[src/rtl/jtpopeye_pkg.sv]
// Shared types and defaults for the Popeye sprite DMA: state encoding,
// default source window and the registered object-RAM write record.
package jtpopeye_pkg;

  typedef enum logic [2:0] {
    ST_IDLE,
    ST_REQ,
    ST_COPY,
    ST_DRAIN,
    ST_DONE
  } dma_st_e;

  localparam logic [10:0] DMA_SRC_BASE = 11'h400;
  localparam logic [9:0]  DMA_LEN      = 10'd512;

  typedef struct packed {
    logic       we;
    logic [9:0] addr;
    logic [7:0] din;
  } obj_wr_t;

  // Source address wraps inside the 2 KB main-RAM window
  function automatic logic [10:0] dma_ram_addr(input logic [10:0] base,
                                               input logic [9:0]  cnt);
    return base + {1'b0, cnt};
  endfunction

endpackage

[src/rtl/jtpopeye_dma_fsm.sv]
// Bus-arbitration state machine and byte counter for the sprite DMA.
// All outputs are registered and advance only on cen.
module jtpopeye_dma_fsm
  import jtpopeye_pkg::*;
#(
  parameter logic [9:0] LEN = DMA_LEN
) (
  input  logic       clk,
  input  logic       rst_n,
  input  logic       cen,
  input  logic       lvbl_i,
  input  logic       dma_en_i,
  input  logic       busak_n_i,
  output dma_st_e    st_o,
  output logic [9:0] cnt_o,
  output logic       bus_req_o,
  output logic       dmcs_o,
  output logic       busy_o
);

  dma_st_e    st_q;
  logic [9:0] cnt_q;
  logic       bus_req_q;
  logic       dmcs_q;
  logic       busy_q;
  logic       lvbl_q;

  always_ff @(posedge clk or negedge rst_n) begin
    if (!rst_n) begin
      st_q      <= ST_IDLE;
      cnt_q     <= '0;
      bus_req_q <= 1'b0;
      dmcs_q    <= 1'b0;
      busy_q    <= 1'b0;
      lvbl_q    <= 1'b1;
    end else if (cen) begin
      lvbl_q <= lvbl_i;
      case (st_q)
        ST_IDLE: begin
          if (lvbl_q && !lvbl_i && dma_en_i) begin
            st_q      <= ST_REQ;
            bus_req_q <= 1'b1;
            busy_q    <= 1'b1;
          end
        end
        ST_REQ: begin
          if (!busak_n_i) begin
            st_q   <= ST_COPY;
            dmcs_q <= 1'b1;
          end
        end
        ST_COPY: begin
          // Losing the bus freezes the counter so the same address is re-read
          if (!busak_n_i) begin
            if (cnt_q == LEN - 10'd1) st_q  <= ST_DRAIN;
            else                      cnt_q <= cnt_q + 10'd1;
          end
        end
        ST_DRAIN: begin
          if (!busak_n_i) begin
            st_q      <= ST_DONE;
            bus_req_q <= 1'b0;
            dmcs_q    <= 1'b0;
            cnt_q     <= '0;
          end
        end
        ST_DONE: begin
          st_q   <= ST_IDLE;
          busy_q <= 1'b0;
        end
        default: st_q <= ST_IDLE;
      endcase
    end
  end

  assign st_o      = st_q;
  assign cnt_o     = cnt_q;
  assign bus_req_o = bus_req_q;
  assign dmcs_o    = dmcs_q;
  assign busy_o    = busy_q;

endmodule

[src/rtl/jtpopeye_dma.sv]
// Popeye sprite DMA: copies LEN bytes from main RAM into object RAM at the
// start of vertical blank while holding the Z80 off the bus.
module jtpopeye_dma
  import jtpopeye_pkg::*;
#(
  parameter logic [10:0] SRC_BASE = DMA_SRC_BASE,
  parameter logic [9:0]  LEN      = DMA_LEN
) (
  input  logic        rst_n,
  input  logic        clk,
  input  logic        cen,
  input  logic        LVBL,
  input  logic        dma_en,
  input  logic        busak_n,
  output logic        bus_req,
  output logic        DMCS,
  output logic [10:0] ram_addr,
  input  logic [7:0]  ram_dout,
  output logic [9:0]  obj_addr,
  output logic [7:0]  obj_din,
  output logic        obj_we,
  output logic        busy
);

  dma_st_e    st;
  logic [9:0] cnt;
  logic       rd;
  obj_wr_t    wr_q;
  obj_wr_t    wr_d;

  jtpopeye_dma_fsm #(
    .LEN (LEN)
  ) u_fsm (
    .clk       (clk),
    .rst_n     (rst_n),
    .cen       (cen),
    .lvbl_i    (LVBL),
    .dma_en_i  (dma_en),
    .busak_n_i (busak_n),
    .st_o      (st),
    .cnt_o     (cnt),
    .bus_req_o (bus_req),
    .dmcs_o    (DMCS),
    .busy_o    (busy)
  );

  // A read is consumed only on a cycle where the CPU is still off the bus
  assign rd = (st == ST_COPY) && !busak_n;

  always_comb begin
    wr_d    = wr_q;
    wr_d.we = rd;
    if (rd) begin
      wr_d.addr = cnt;
      wr_d.din  = ram_dout;
    end
  end

  always_ff @(posedge clk or negedge rst_n) begin
    if (!rst_n)   wr_q <= '0;
    else if (cen) wr_q <= wr_d;
  end

  assign ram_addr = dma_ram_addr(SRC_BASE, cnt);
  assign obj_we   = wr_q.we;
  assign obj_addr = wr_q.addr;
  assign obj_din  = wr_q.din;

endmodule

[config.mk]
export PLATFORM = sky130hd
export DESIGN_NAME = jtpopeye_dma
export DESIGN_NICKNAME = d
export VERILOG_FILES = /design/src/rtl/jtpopeye_pkg.sv /design/src/rtl/jtpopeye_dma_fsm.sv /design/src/rtl/jtpopeye_dma.sv
export SDC_FILE = /design/constraint.sdc
export NUM_CORES = 1
export LEC_CHECK = 0
export CORE_ASPECT_RATIO = 1.25
export CORE_UTILIZATION = 42
export CTS_CLUSTER_DIAMETER = 100
export DETAILED_ROUTE_END_ITERATION = 10
export PLACE_DENSITY = 0.82
export SLEW_MARGIN = 40
export SYNTH_ARGS = -nofsm -noshare
export SYNTH_HDL_FRONTEND = slang
export SYNTH_SLANG_ARGS = --single-unit
[constraint.sdc]
create_clock -name clk -period 1.7 [get_ports clk]
set_clock_uncertainty 0.05 [all_clocks]
set_input_delay 0.255 -clock clk [delete_from_list [all_inputs] [get_ports clk]]
set_output_delay 0.255 -clock clk [all_outputs]
set_load 0.1 [all_outputs]
==> qor.yml <==
status: "complete, but fails checks"
violations: "DRC, setup timing"
htreeDepth: 2
drt-wirelength-per-cell_um: 18.1
yosysMostFrequentCell: "dfrtp_1"
crit_type: "register to register"
cts_tree: "built"
worstPathArrival_ps: 1830
ant_nets: 0
final_nets: 224
timing.fmax_ghz: 0.583
drt_first_pass_iters: 7
synthFlopType: "dfrtp_1"
r2r-end: "u_fsm.cnt_o[0]"
grt_antenna_before_repair: 0
synth_top_cells_by_count: "35 x dfrtp_1, 20 x mux2_2, 11 x nand2_1"
synth_warnings: 0
gp_congestion: 0.880
grt_overflow: 0
die_w_um: 57.8
drc: 3
hp-class: "input pin to asynchronous set/reset pin"
rows: 24
syn_inst: 141
rsz0062_at_grt: "yes"
vias: 1431
die_area_um2: 4140
fin_cells: 249
clock_latency_ps: 290
num_antenna_cells: 0
io_buffers: 45
path_max_fanout: 6
synth_top_area_share_pct: 53.6
ys_seq_area_share_pct: 55.2
vias_per_cell: 5.75
cts_sinks: 36
synthArstFlopShare_pct: 100
syn_to_final_growth_pct: 69.7
track_usage_pct: 23.7
final_max_slew_viol_count: 0
grt_pass1_vias: 1455
hold_viol_final: 0
synth_cell_types: 41
rrSetupSlack_ps: -20
drt_wl_total_mm: 4.50
tns_ps: -16.6
grt_max_degree: 37
syn_nets: 156
setup_viol: 1
synth_area_um2: 1630
dieHeight_um: 71.7
synth_top_cell_by_area: "dfrtp_1"
syn_avg_cell_area_um2: 11.6
period_minus_slack_ps: 1720
layout-drive-gt1-share_pct: 48.1
post-route-util_pct: 76.9
initial_core_util_pct: 45.3
r2r_cells: 6
ys_seq_elements: 36
cp-start-kind: "register"
synth_area_leaders: "dfrtp_1 54%, mux2_2 14%, o21ai_0 2.8%"
fp.coreArea_um2: 3600
fin_hold_ws_ps: 404
grt_pass1_wl_mm: 7.27
dpl.cell_count: 237
cts_buffers: 5
ios: 47
cp-end-kind: "register"
drv_cap: 0
synth_edf_count: 0
clk_pin_slew_worst_paths_ps: 70
drtIter0Drc: 46
fill_cells: 217
timing.rr.start: "u_fsm.cnt_o[7]"
required_ps: 1820
root_buffer: "clkbuf_8"
hpwl_mm: 3.17
fin_crit_sh_pct: 101
cts.path.max_buffers: 2
setup_ws_ps: -16.6
==> stage by stage <==
stage                     area, um^2  setup WS, ps
final                           2770         -16.6
after global routing            2770          -104
after CTS                       2730          41.2
after detailed placement        2620          -148
after global placement          2620         -96.9
after floorplan                 1690          -172
==> area by class of cell <==
| cell class | instances | area (um^2) | area share (%) |
|---|---|---|---|
| clock buffer | 8 | 100 | 3.61 |
| inverter | 5 | 18.8 | 0.677 |
| multi-input combinational | 92 | 711 | 25.6 |
| sequential | 36 | 930 | 33.5 |
| tap | 39 | 48.8 | 1.76 |
| timing repair buffer | 69 | 963 | 34.8 |
==> worst max path at each step <==
stage              startpoint             end  slack (ps)  cells past startpoint
2_1_floorplan  u_fsm.cnt_o[0]  u_fsm.cnt_o[7]        -170                      5
3_3_place_gp          busak_n      obj_din[2]        -100                      5
3_5_place_dp          busak_n      obj_din[2]        -150                      5
4_1_cts        u_fsm.cnt_o[1]  u_fsm.cnt_o[7]          40                      5
5_1_grt        u_fsm.cnt_o[1]  u_fsm.cnt_o[0]        -100                      6
6_report       u_fsm.cnt_o[7]  u_fsm.cnt_o[0]         -20                      6
==> logic make-up after synthesis <==
kind of cell	count (synthesis)	share of synthesized area (%)
AOI/OAI and AO/OA	32	12.7
adders and majority gates	1	0.766
buffers and inverters	13	3.45
DFF	36	55.2
muxes	23	15.6
other	1	0.230
and+or+nand+nor	35	12.0
==> placed cells by master, fill, tap and decap left out, drive strengths merged, types with 3 or more instances in the layout <==
| cell type | n |
|---|---|
| buf | 56 |
| nand2 | 11 |
| nor3 | 4 |
| inv | 5 |
| mux2i | 3 |
| mux2 | 20 |
| nand3 | 3 |
| nor2 | 5 |
| clkbuf | 8 |
| o21ai | 9 |
| a21oi | 8 |
| clkdlybuf4s50 | 12 |
| dfrtp | 35 |
==> repair_timing <==
item	4_1_cts	5_1_grt
hold endpoints to repair	0	35
endpoints found under the setup margin	1	4
pin swaps	2	1
resized for setup	1	2
buffers inserted	0	3
hold buffers	0	1
==> critical path, cell delays in order (launching register included) <==
cell	delay, ps
dfrtp_2	460
nand3_1	150
buf_4	180
nor4_1	290
buf_4	200
mux2i_1	170
o21ai_0	100
==> layer usage <==
layer | global-route usage [%] | routed length [um]
met1 | 26.9 | 1620
met2 | 40.8 | 2440
met3 | 5.23 | 259
met4 | 13.2 | 174
met5 | 0 | 0
==> state kept, by name, summed over array words and instances, names as in the netlist <==
signal,count
obj_we,1
u_fsm.busy_o,1
u_fsm.st_o,3
u_fsm.cnt_o,10
u_fsm.bus_req_o,1
u_fsm.lvbl_q,1
obj_addr,10
u_fsm.dmcs_o,1
obj_din,8
Power is left out: the tool's default activity adds up to more than one toggle a clock period on the data nets, which glitch-free logic cannot reach.
